==> config.mk <==
export PLATFORM = sky130hd
export DESIGN_NAME = alu_seq
export DESIGN_NICKNAME = d
export VERILOG_FILES = /design/src/rtl/alu_pkg.sv /design/src/rtl/alu_seq_muldiv.sv /design/src/rtl/alu_seq.sv
export SDC_FILE = /design/constraint.sdc
export NUM_CORES = 1
export LEC_CHECK = 0
export CAP_MARGIN = 5
export CELL_PAD_IN_SITES_DETAIL_PLACEMENT = 0
export CELL_PAD_IN_SITES_GLOBAL_PLACEMENT = 1
export CORE_MARGIN = 2
export CORE_UTILIZATION = 29
export DETAILED_ROUTE_END_ITERATION = 6
export PLACE_DENSITY = 0.56
export SETUP_SLACK_MARGIN = 0.05
export SYNTH_ARGS = -nofsm -noshare
export SYNTH_HDL_FRONTEND = slang
export SYNTH_SLANG_ARGS = --single-unit
==> constraint.sdc <==
create_clock -name clock -period 9.8 [get_ports clock]
set_clock_uncertainty 0.2 [all_clocks]
set_input_delay 1.47 -clock clock [delete_from_list [all_inputs] [get_ports clock]]
set_output_delay 1.47 -clock clock [all_outputs]
set_load 0.005 [all_outputs]
==> src/rtl/alu_pkg.sv <==
// Shared definitions for the sequential ALU.
// Opcodes, FSM states and the signed-minimum helper.
package alu_pkg;

    localparam logic [4:0] OP_ADD = 5'd0;
    localparam logic [4:0] OP_SUB = 5'd1;
    localparam logic [4:0] OP_AND = 5'd2;
    localparam logic [4:0] OP_OR  = 5'd3;
    localparam logic [4:0] OP_SLL = 5'd4;
    localparam logic [4:0] OP_SRA = 5'd5;
    localparam logic [4:0] OP_MUL = 5'd6;
    localparam logic [4:0] OP_DIV = 5'd7;

    typedef enum logic [1:0] {
        IDLE,
        BUSY,
        DONE
    } state_t;

    // Most negative two's complement value of a w-bit word.
    function automatic logic [63:0] signed_min(input int w);
        return 64'd1 << (w - 1);
    endfunction

endpackage

==> src/rtl/alu_seq_muldiv.sv <==
// Iterative signed multiply (shift-add) and divide (restoring).
// Works on magnitudes; the sign is applied to the final value.
module muldiv_iter
    import alu_pkg::*;
#(
    parameter int WIDTH = 32
) (
    input  logic             clock,
    input  logic             reset_n,
    input  logic             start,
    input  logic             op_div,
    input  logic [WIDTH-1:0] data_a,
    input  logic [WIDTH-1:0] data_b,
    output logic             done,
    output logic [WIDTH-1:0] result,
    output logic             ovf,
    output logic             dbz
);

    localparam int CW = $clog2(WIDTH) + 1;
    localparam logic [WIDTH-1:0] MIN = WIDTH'(signed_min(WIDTH));

    logic [CW-1:0]    cnt;
    logic [WIDTH:0]   hi;
    logic [WIDTH-1:0] lo;
    logic [WIDTH-1:0] mag_b;
    logic             neg;
    logic             div_q;
    logic             b_zero;

    logic [WIDTH-1:0] a_mag;
    logic [WIDTH-1:0] b_mag;
    logic [WIDTH:0]   hi_d;
    logic [WIDTH-1:0] lo_d;
    logic [WIDTH:0]   sum;
    logic [WIDTH:0]   rem_s;
    logic [WIDTH:0]   trial;
    logic [WIDTH-1:0] quo_s;

    logic [2*WIDTH-1:0] prod;
    logic [2*WIDTH-1:0] prod_s;
    logic [WIDTH:0]     prod_top;
    logic [WIDTH-1:0]   quo_sg;

    assign a_mag = data_a[WIDTH-1] ? -data_a : data_a;
    assign b_mag = data_b[WIDTH-1] ? -data_b : data_b;

    // One multiply or divide step on the {hi,lo} pair.
    always_comb begin
        hi_d  = hi;
        lo_d  = lo;
        sum   = hi + (lo[0] ? {1'b0, mag_b} : '0);
        rem_s = {hi[WIDTH-1:0], lo[WIDTH-1]};
        quo_s = {lo[WIDTH-2:0], 1'b0};
        trial = rem_s - {1'b0, mag_b};
        if (div_q) begin
            if (!trial[WIDTH]) begin
                hi_d = trial;
                lo_d = quo_s | WIDTH'(1);
            end else begin
                hi_d = rem_s;
                lo_d = quo_s;
            end
        end else begin
            hi_d = {1'b0, sum[WIDTH:1]};
            lo_d = {sum[0], lo[WIDTH-1:1]};
        end
    end

    // Operand capture on start, then one step per cycle.
    always_ff @(posedge clock or negedge reset_n) begin
        if (!reset_n) begin
            cnt    <= '0;
            hi     <= '0;
            lo     <= '0;
            mag_b  <= '0;
            neg    <= 1'b0;
            div_q  <= 1'b0;
            b_zero <= 1'b0;
        end else if (start) begin
            cnt    <= CW'(WIDTH);
            hi     <= '0;
            lo     <= op_div ? a_mag : b_mag;
            mag_b  <= op_div ? b_mag : a_mag;
            neg    <= data_a[WIDTH-1] ^ data_b[WIDTH-1];
            div_q  <= op_div;
            b_zero <= (data_b == '0);
        end else if (cnt != '0) begin
            cnt <= cnt - CW'(1);
            hi  <= hi_d;
            lo  <= lo_d;
        end
    end

    // Sign fix-up and overflow detection on the finished value.
    always_comb begin
        prod     = {hi[WIDTH-1:0], lo};
        prod_s   = neg ? -prod : prod;
        prod_top = prod_s[2*WIDTH-1:WIDTH-1];
        quo_sg   = neg ? -lo : lo;
        result   = '0;
        ovf      = 1'b0;
        dbz      = 1'b0;
        if (div_q) begin
            dbz    = b_zero;
            result = b_zero ? '0 : quo_sg;
            ovf    = !b_zero && !neg && (lo == MIN);
        end else begin
            result = prod_s[WIDTH-1:0];
            ovf    = !((&prod_top) || !(|prod_top));
        end
    end

    assign done = (cnt == '0);

endmodule

==> src/rtl/alu_seq.sv <==
// Registered ALU with valid/ready handshake and held result.
// Single-cycle ops plus iterative signed multiply/divide.
module alu_seq
    import alu_pkg::*;
#(
    parameter  int WIDTH = 32,
    localparam int SHW   = $clog2(WIDTH)
) (
    input  logic             clock,
    input  logic             reset_n,
    input  logic             in_valid,
    output logic             in_ready,
    input  logic [WIDTH-1:0] data_operandA,
    input  logic [WIDTH-1:0] data_operandB,
    input  logic [4:0]       ctrl_ALUopcode,
    input  logic [SHW-1:0]   ctrl_shiftamt,
    output logic             out_valid,
    input  logic             out_ready,
    output logic [WIDTH-1:0] data_result,
    output logic             isNotEqual,
    output logic             isLessThan,
    output logic             overflow,
    output logic             exception
);

    state_t state;
    state_t state_d;

    logic [WIDTH-1:0] a_q;
    logic [WIDTH-1:0] b_q;
    logic [4:0]       op_q;
    logic [SHW-1:0]   sh_q;

    logic accept;
    logic start;
    logic is_md;
    logic wr_en;

    logic             md_done;
    logic [WIDTH-1:0] md_res;
    logic             md_ovf;
    logic             md_dbz;

    logic [WIDTH-1:0] sum;
    logic [WIDTH-1:0] diff;
    logic             add_ovf;
    logic             sub_ovf;
    logic [WIDTH-1:0] res_d;
    logic             ovf_d;
    logic             exc_d;

    assign accept = (state == IDLE) && in_valid;
    assign start  = accept && (ctrl_ALUopcode == OP_MUL ||
                               ctrl_ALUopcode == OP_DIV);
    assign is_md  = (op_q == OP_MUL) || (op_q == OP_DIV);

    muldiv_iter #(.WIDTH(WIDTH)) u_md (
        .clock   (clock),
        .reset_n (reset_n),
        .start   (start),
        .op_div  (ctrl_ALUopcode == OP_DIV),
        .data_a  (data_operandA),
        .data_b  (data_operandB),
        .done    (md_done),
        .result  (md_res),
        .ovf     (md_ovf),
        .dbz     (md_dbz)
    );

    // State register.
    always_ff @(posedge clock or negedge reset_n) begin
        if (!reset_n) state <= IDLE;
        else          state <= state_d;
    end

    // Next state; single-cycle ops spend one evaluation cycle in BUSY.
    always_comb begin
        state_d = state;
        unique case (state)
            IDLE: if (in_valid) state_d = BUSY;
            BUSY: if (!is_md || md_done) state_d = DONE;
            DONE: if (out_ready) state_d = IDLE;
            default: state_d = IDLE;
        endcase
    end

    assign in_ready  = (state == IDLE);
    assign out_valid = (state == DONE);
    assign wr_en     = (state == BUSY) && (state_d == DONE);

    // Request capture on the accept edge only.
    always_ff @(posedge clock or negedge reset_n) begin
        if (!reset_n) begin
            a_q  <= '0;
            b_q  <= '0;
            op_q <= '0;
            sh_q <= '0;
        end else if (accept) begin
            a_q  <= data_operandA;
            b_q  <= data_operandB;
            op_q <= ctrl_ALUopcode;
            sh_q <= ctrl_shiftamt;
        end
    end

    assign sum     = a_q + b_q;
    assign diff    = a_q - b_q;
    assign add_ovf = (a_q[WIDTH-1] == b_q[WIDTH-1]) &&
                     (sum[WIDTH-1] != a_q[WIDTH-1]);
    assign sub_ovf = (a_q[WIDTH-1] != b_q[WIDTH-1]) &&
                     (diff[WIDTH-1] != a_q[WIDTH-1]);

    // Result, overflow and exception selection by latched opcode.
    always_comb begin
        res_d = '0;
        ovf_d = 1'b0;
        exc_d = 1'b0;
        case (op_q)
            OP_ADD: begin
                res_d = sum;
                ovf_d = add_ovf;
            end
            OP_SUB: begin
                res_d = diff;
                ovf_d = sub_ovf;
            end
            OP_AND: res_d = a_q & b_q;
            OP_OR:  res_d = a_q | b_q;
            OP_SLL: res_d = a_q << sh_q;
            OP_SRA: res_d = $unsigned($signed(a_q) >>> sh_q);
            OP_MUL: begin
                res_d = md_res;
                ovf_d = md_ovf;
            end
            OP_DIV: begin
                res_d = md_res;
                ovf_d = md_ovf;
                exc_d = md_dbz;
            end
            default: exc_d = 1'b1;
        endcase
    end

    // Output registers, loaded only when entering DONE.
    always_ff @(posedge clock or negedge reset_n) begin
        if (!reset_n) begin
            data_result <= '0;
            isNotEqual  <= 1'b0;
            isLessThan  <= 1'b0;
            overflow    <= 1'b0;
            exception   <= 1'b0;
        end else if (wr_en) begin
            data_result <= res_d;
            isNotEqual  <= |diff;
            isLessThan  <= diff[WIDTH-1] ^ sub_ovf;
            overflow    <= ovf_d;
            exception   <= exc_d;
        end
    end

endmodule

==> results of run 1 <==
layout make-up:
type / count / area, sq um / share of cell area
sequential: 218 / 5465 / 0.1948
clock buffer: 42 / 922.1 / 0.03287
clock inverter: 19 / 203.9 / 0.007270
tap: 1144 / 1431 / 0.05103
multi-input combinational: 2626 / 17910 / 0.6385
antenna: 1 / 2.502 / 0.00008921
inverter: 170 / 638.1 / 0.02275
timing repair buffer: 156 / 1476 / 0.05263
cells in the mapped netlist (29+ instances only):
library cell	n
sky130_fd_sc_hd__nand2_1	333
sky130_fd_sc_hd__nor2_1	331
sky130_fd_sc_hd__o21ai_0	300
sky130_fd_sc_hd__a21oi_1	230
sky130_fd_sc_hd__dfrtp_1	218
sky130_fd_sc_hd__clkbuf_1	185
sky130_fd_sc_hd__ha_1	165
sky130_fd_sc_hd__inv_1	164
sky130_fd_sc_hd__mux2i_1	116
sky130_fd_sc_hd__xnor2_1	111
sky130_fd_sc_hd__nor3_1	88
sky130_fd_sc_hd__xor2_1	84
sky130_fd_sc_hd__o211ai_1	57
sky130_fd_sc_hd__mux4_2	51
sky130_fd_sc_hd__a211oi_1	45
sky130_fd_sc_hd__a21o_1	45
sky130_fd_sc_hd__o31ai_1	45
sky130_fd_sc_hd__nand3_1	41
sky130_fd_sc_hd__or3_1	38
sky130_fd_sc_hd__o221ai_1	35
sky130_fd_sc_hd__nand2b_1	33
sky130_fd_sc_hd__nor4_1	31
sky130_fd_sc_hd__a31oi_1	30
sky130_fd_sc_hd__a221oi_1	29
power groups by stage:
stage	logic [mW]	clock network [mW]	registers, mW
after floorplan	6.52	0	1.68
after global placement	9.20	0	2.11
after detailed placement	9.19	0	2.13
after CTS	9.24	1.33	2.11
after global routing	10.2	1.36	2.21
final	9.42	1.30	2.13
state kept, by name, summed over array words and instances (netlist names), 2 cells and up:
register     count
u_md.cnt         6
sh_q             5
state            2
data_result     32
u_md.hi         33
u_md.mag_b      32
b_q             32
op_q             5
a_q             32
u_md.lo         32
worst max-delay path by stage:
| stage | slack, ns | start | endpoint |
|---|---|---|---|
| finish | 3.56 | a_q[6]$_DFFE_PN0P_ | isNotEqual$_DFFE_PN0P_ |
| global route | 3.10 | a_q[6]$_DFFE_PN0P_ | isNotEqual$_DFFE_PN0P_ |
| CTS | 3.76 | a_q[6]$_DFFE_PN0P_ | isNotEqual$_DFFE_PN0P_ |
| detailed placement | 3.79 | a_q[6]$_DFFE_PN0P_ | isNotEqual$_DFFE_PN0P_ |
| global placement | 3.88 | a_q[6]$_DFFE_PN0P_ | isNotEqual$_DFFE_PN0P_ |
| floorplan | 5.04 | data_operandA[4] | u_md.mag_b[29]$_DFFE_PN0P_ |
cell families (layout without fill, tap and decap cells):
group,after synthesis,in the layout,share of synthesized area
AOI/OAI and AO/OA,1048,1048,0.2718
xor gates and xnor gates,195,195,0.06881
adders and majority gates,170,170,0.08722
buffers and inverters,392,387,0.06024
DFF,218,218,0.2198
muxes,185,185,0.1012
other,0,1,0
and+or+nand+nor,1028,1028,0.1909
routing by layer:
| metal | global-route usage | part of all wire | up-vias |
|---|---|---|---|
| met5 | 0 | 0.00080 | - |
| li1 | - | - | 11797 |
| met1 | 0.3891 | 0.47 | 12663 |
| met4 | 0.07748 | 0.031 | 18 |
| met3 | 0.05723 | 0.080 | 175 |
| met2 | 0.3954 | 0.42 | 1054 |
through the flow:
| step | instances | setup slack (ns) | power, mW | hold slack (ns) | util |
|---|---|---|---|---|---|
| 4_1_cts | 4375 | 3.762 | 12.69 | 0.2882 | 0.3299 |
| 2_1_floorplan | 3236 | 5.044 | 8.204 | 0.2497 | - |
| 3_3_place_gp | 4314 | 3.880 | 11.31 | 0.2678 | 0.3167 |
| 6_report | 4376 | 3.562 | 12.85 | 0.2866 | 0.3300 |
| 3_5_place_dp | 4314 | 3.790 | 11.32 | 0.2738 | 0.3167 |
| 5_1_grt | 4376 | 3.098 | 13.75 | 0.3058 | 0.3300 |
critical path, cell delays in order, from the launching register on:
cell and delay (ns):
sky130_fd_sc_hd__dfrtp_1 0.55, sky130_fd_sc_hd__inv_1 0.11, sky130_fd_sc_hd__ha_1 0.39, sky130_fd_sc_hd__inv_1 0.15, sky130_fd_sc_hd__a2111oi_0 0.55, sky130_fd_sc_hd__a211oi_1 0.26, sky130_fd_sc_hd__o21ai_1 0.44, sky130_fd_sc_hd__a211oi_1 0.21
sky130_fd_sc_hd__o31ai_1 0.67, sky130_fd_sc_hd__o31a_1 0.23, sky130_fd_sc_hd__nor2_1 0.05, sky130_fd_sc_hd__nor2_1 0.09, sky130_fd_sc_hd__o21bai_1 0.09, sky130_fd_sc_hd__fa_1 0.58, sky130_fd_sc_hd__nor4_1 0.35, sky130_fd_sc_hd__nand3_1 0.12
sky130_fd_sc_hd__nor2_1 0.11, sky130_fd_sc_hd__o2111ai_1 0.10, sky130_fd_sc_hd__nor4_1 0.27, sky130_fd_sc_hd__nand4_1 0.17, sky130_fd_sc_hd__nor4b_1 0.33, sky130_fd_sc_hd__a21oi_1 0.11
==> out/summary.txt, run 1 <==
=================================================================================
Result of the run                                                    finished, final reports clean
Fmax                                                                    160.3 MHz
Floorplan core area                                                   85010 sq um
Number of buffers inserted by hold repair at cts                                0
Combinational group share of total power                                    0.733
Sum Neg Setup Slack                                                          0 ns
DRC viols                                                                       0
Via density                                                                 5.875
Unique masters post-synth                                                      89
EDFF count, synth                                                               0
Unrepaired setup endpoints after global routing                             false
Syn Area/Cell                                                         7.670 sq um
Number of global-route vias before repair                                   24696
Number of gates given a new drive strength after cts                            0
Source-to-sink clock delay at the later pin of the worst-skew pair        0.59 ns
Count of buffers added by post-CTS timing repair for setup                      0
Async S/R FF share, synth                                                   1.000
Post-DR wirelength/cell                                              27.26 microns
Tcrit/Tclk final                                                           0.6366
Routability congestion estimate from global placement                      0.9610
Total iterations of the first detailed-routing run                              6
VDD IR-drop max                                                          210.7 uV
First-pass GRT wire length                                               173.6 mm
Gate count of the mapped netlist                                             3236
Static Leakage                                                           11.37 nW
Internal power component                                                 5.568 mW
Clock Power Share                                                           0.101
Vertical extent of the die                                           296.5 microns
Synth top area cells                                                 sky130_fd_sc_hd__dfrtp_1, sky130_fd_sc_hd__ha_1, sky130_fd_sc_hd__o21ai_0
Net switching share of the total power                                     0.5668
Layout overhead on the synthesized area                                    13.03%
Die Span X                                                           296.5 microns
Arrival time reported for the critical path endpoint                      6.49 ns
FF-to-FF End                                                         isNotEqual$_DFFE_PN0P_
Prevailing post-synth register cell                                  sky130_fd_sc_hd__dfrtp_1
Reg2Reg Depth                                                                  21
Sequential-to-total area share from yosys stat                             0.2198
Path category of the worst min-delay check                                reg2reg
PortBufs                                                                      115
CTS Buffer Depth                                                                3
Min-delay src                                                        data_result[0]$_DFFE_PN0P_
Number of DRC markers in iteration 0                                         2515
Post-route minimum period                                                6.238 ns
Pin count of the biggest net entering global routing                          130
Area of all placed cells without fillers                              28050 sq um
Total number of placement rows                                                107
Filler Cell Count                                                            9082
Sink count of the clock tree                                                  218
Post-DP HPWL                                                             92.40 mm
Number of buffers inserted during clock tree synthesis                         35
Worst reg2reg path startpoint                                        a_q[6]$_DFFE_PN0P_
Max Fanout on Critical Path                                                    11
Die outline area                                                      87940 sq um
Number of violations of the max-capacitance limit                               0
Depth of the worst hold-timing path                                             2
Initial Utilization                                                        0.2919
Required time of the worst setup path                                    10.05 ns
Total length of routed wires                                             119.3 mm
Global Route Usage Sum                                                     0.2680
H-tree Lvls                                                                     2
Worst-case hold path end point                                       data_result[0]$_DFFE_PN0P_
Flop-to-flop setup slack                                                  3.56 ns
TritonCTS clock tree                                                        built
CTS Root Buffer Type                                                 sky130_fd_sc_hd__clkbuf_16
Final number of setup-violating endpoints                                       0
Warning count from the yosys run                                                0
Category of the worst setup path capture point                               flop
Standard cell area after detailed placement                           26920 sq um
Seq cells post-synth                                                          218
Max-slew violations                                                             0
Post-synth design cell area                                           24820 sq um
Number of primary I/O pins                                                    116
Critical path startpoint category                                            flop
Slew margin rel.                                                           0.1383
Part of the power in registers                                              0.166
Post-Synthesis Net Count                                                     3484
Synth top area share                                                       0.2198
Number of antenna violations at the first check in global routing              12
Antenna viol nets, final                                                        0
Proportion of layout cells with a drive suffix above 1                    0.06654
Kind of critical path                                                     reg2reg
Transition time at the pin with the least slew margin                    1.288 ns
Clock-pin slew on the worst setup and hold paths                          0.06 ns
Count of vias placed by the detailed router                                 25707
GRT Residual Overflow                                                           0
Psw                                                                      7.286 mW
Largest area contributor in the netlist                              sky130_fd_sc_hd__dfrtp_1
PwrDens                                                              458.2 nW/um^2
Final-stage net count                                                        3455
Top library cells by usage in the layout, fill and taps aside        sky130_fd_sc_hd__nor2_1, sky130_fd_sc_hd__nand2_1, sky130_fd_sc_hd__o21ai_0
Total count of hold-check failures in the final report                          0
=================================================================================
Power figures use the tool's default switching activity.
==> run 2: changes to the inputs <==
--- a/config.mk
+++ b/config.mk
@@ -11,7 +11,7 @@
 export CORE_MARGIN = 2
 export CORE_UTILIZATION = 29
 export DETAILED_ROUTE_END_ITERATION = 6
-export PLACE_DENSITY = 0.56
+export PLACE_DENSITY = 0.58
 export SETUP_SLACK_MARGIN = 0.05
 export SYNTH_ARGS = -nofsm -noshare
 export SYNTH_HDL_FRONTEND = slang
==> constraint.sdc (replaced) <==
create_clock -name clock -period 5.2 [get_ports clock]
set_clock_uncertainty 0.2 [all_clocks]
set_input_delay 0.78 -clock clock [delete_from_list [all_inputs] [get_ports clock]]
set_output_delay 0.78 -clock clock [all_outputs]
set_load 0.005 [all_outputs]
==> out/summary.txt, run 2 (synthesis gave the netlist of run 1 again) <==
=====================================================================================
Antenna viol nets, final                                                            0
Number of global-route vias before repair                                       24667
Total length of routed wires                                                 115.5 mm
Sink count of the clock tree                                                      218
Critical path startpoint category                                                flop
Total count of hold-check failures in the final report                             18
Number of buffers inserted during clock tree synthesis                             30
Via density                                                                     5.743
Part of the power in registers                                                  0.148
Number of DRC markers in iteration 0                                             2518
VDD IR-drop max                                                              662.1 uV
Met1 layer wirelength in the final routing                                   53.99 mm
Global Route Usage Sum                                                         0.2577
Tcrit/Tclk final                                                               0.9434
Fin worst setup slack                                                       0.2943 ns
TritonCTS clock tree                                                            built
Arrival time reported for the critical path endpoint                          5.17 ns
Static Leakage                                                               12.00 nW
Total iterations of the first detailed-routing run                                  5
Pin count of the biggest net entering global routing                               86
Max reg flops                                                                      33
Most used cell along the critical path                                   sky130_fd_sc_hd__o21ai_0
Clock Power Share                                                               0.090
Die outline area                                                          87940 sq um
GRT Residual Overflow                                                               0
Most flop-heavy register                                                      u_md.hi
PwrDens                                                                  860.4 nW/um^2
Required time of the worst setup path                                         5.47 ns
CTS Buffer Depth                                                                    3
Count of vias placed by the detailed router                                     25866
Top library cells by usage in the layout, fill and taps aside            sky130_fd_sc_hd__nand2_1, sky130_fd_sc_hd__nor2_1, sky130_fd_sc_hd__o21ai_0
Final number of setup-violating endpoints                                           0
Max-slew violations                                                                 0
Total number of placement rows                                                    107
Pre-CTS WS                                                                 -0.1025 ns
Area occupied by registers                                                 5465 sq um
Final non-filler cell total                                                      4504
Filler Cell Count                                                                9102
Number of antenna violations at the first check in global routing                   4
Number of violations of the max-capacitance limit                                   0
Number of primary I/O pins                                                        116
Die Span X                                                               296.5 microns
Category of the worst setup path capture point                                   flop
Post-DP HPWL                                                                 90.24 mm
Internal power component                                                     11.30 mW
Kind of critical path                                                         reg2reg
Proportion of layout cells with a drive suffix above 1                         0.1080
Slew margin rel.                                                               0.2190
CP max stage delay                                                            0.52 ns
Final hold slack                                                          -0.05111 ns
First-pass GRT wire length                                                   169.3 mm
Failing checks                                                            hold timing
Path category of the worst min-delay check                                   in2async
PortBufs                                                                          115
Initial Utilization                                                            0.2919
Fmax                                                                        203.8 MHz
Result of the run                                                        finished, violations left
Post-route minimum period                                                    4.906 ns
Psw                                                                          13.79 mW
Vertical extent of the die                                               296.5 microns
Floorplan core area                                                       85010 sq um
Unrepaired setup endpoints after global routing                                 false
Total power                                                                  25.08 mW
Max Fanout on Critical Path                                                         3
Transition time at the pin with the least slew margin                        1.167 ns
H-tree Lvls                                                                         1
Met2 Wirelength                                                              50.02 mm
Net switching share of the total power                                         0.5496
Most frequent standard cell in the layout excluding fill and tap cells   sky130_fd_sc_hd__nand2_1
Post-DR wirelength/cell                                                  25.64 microns
Clock-pin slew on the worst setup and hold paths                              0.06 ns
CTS Root Buffer Type                                                     sky130_fd_sc_hd__clkbuf_16
Top routing layer in use                                                         met5
Combinational group share of total power                                        0.762
Antenna diode count                                                                 0
Area of the multi-input gates                                             18070 sq um
Final-stage net count                                                            3584
Number of placed instances, taps included                                        4443
Slowest cell on crit path                                                sky130_fd_sc_hd__fa_2
Source-to-sink clock delay at the later pin of the worst-skew pair            0.63 ns
Routability congestion estimate from global placement                          0.9604
List of cells traversed by the critical path                             inv_2 > ha_1 > nand2b_1 > o311ai_4 > a211oi_2 > buf_4 > o21ai_4 > a211oi_4 > o31ai_4 > o31a_1 > nor2_1 > nor2_1 > o21bai_1 > fa_2 > buf_4 > o211ai_1 > o21ai_0 > a222oi_1 > o21ai_0 > a21oi_1 > o21ai_0 > a21oi_1 > o21ai_0
Layout overhead on the synthesized area                                        17.47%
Routed wl met3                                                               8.148 mm
DRC viols                                                                           0
=====================================================================================
run 2: changes by cell type in the layout (fill, tap and decap cells not counted), moves of 4 or more:
| cell | before | now |
|---|---|---|
| sky130_fd_sc_hd__inv_6 | 4 | 0 |
| sky130_fd_sc_hd__clkbuf_8 | 2 | 6 |
| sky130_fd_sc_hd__buf_4 | 40 | 172 |
| sky130_fd_sc_hd__clkbuf_16 | 35 | 30 |
| sky130_fd_sc_hd__inv_1 | 163 | 159 |
| sky130_fd_sc_hd__inv_2 | 5 | 9 |
run 2: worst paths after layout:
check / depth (start not counted) / start / slack [ns] / to
setup reg to reg: 23 / b_q[2]$_DFFE_PN0P_ / 0.29 / data_result[31]$_DFFE_PN0P_
min in group clock: 2 / data_result[6]$_DFFE_PN0P_ / 0.28 / data_result[6]$_DFFE_PN0P_
setup / recovery: 23 / b_q[2]$_DFFE_PN0P_ / 0.29 / data_result[31]$_DFFE_PN0P_
hold reg to reg: 2 / data_result[6]$_DFFE_PN0P_ / 0.28 / data_result[6]$_DFFE_PN0P_
hold / removal: 1 / reset_n / -0.05 / b_q[5]$_DFFE_PN0P_
max in group asynchronous: 2 / reset_n / 3.66 / u_md.neg$_DFFE_PN0P_
run 2: worst max-delay path, delay by kind of cell (launching register included):
family	cells	cell delay [ns]
AND/OR/NAND/NOR	3	0.28
flip-flops	1	0.38
buffers and inverters	3	0.40
AO/OA/AOI/OAI	15	2.65
adder cells (fa/ha/maj)	2	0.81
run 2: repair_timing:
| action | CTS | global route |
|---|---|---|
| hold buffers | 0 | 0 |
| hold endpoints to repair | 0 | 0 |
| cloned | 0 | 0 |
| buffers inserted | 0 | 5 |
| setup endpoints to repair | 2 | 35 |
| resized for setup | 4 | 29 |
| pin swaps | 0 | 12 |
run 2: power by group through the flow:
stage	Clock (mW)	Sequential, mW	Combinational (mW)
floorplan	0	3.17	12.3
global placement	0	3.70	18.5
detailed placement	0	3.71	18.3
CTS	2.31	3.69	18.5
global route	2.38	3.85	20.6
finish	2.27	3.71	19.1
run 2: final cells by class:
type | count | share of cell area
Multi-Input combinational cell | 2626 | 0.6198
Sequential cell | 218 | 0.1875
Timing Repair Buffer | 290 | 0.08600
Tap cell | 1144 | 0.04910
Clock buffer | 43 | 0.02948
Inverter | 170 | 0.02189
Clock inverter | 13 | 0.006266
run 2: metal layers:
metal  GRT usage  vias up
li1            -    12055
met1      0.3783    12732
met2      0.3894      933
met3     0.03840      140
met4     0.07120        6
met5           0        -
run 2: metrics by stage:
| step | area [sq um] | setup TNS [ns] | util |
|---|---|---|---|
| global route | 29150 | 0 | 0.3429 |
| CTS | 28970 | 0 | 0.3408 |
| finish | 29150 | 0 | 0.3429 |
| floorplan | 24820 | 0 | - |
| detailed placement | 27910 | -0.1218 | 0.3283 |
| global placement | 27910 | 0 | 0.3283 |
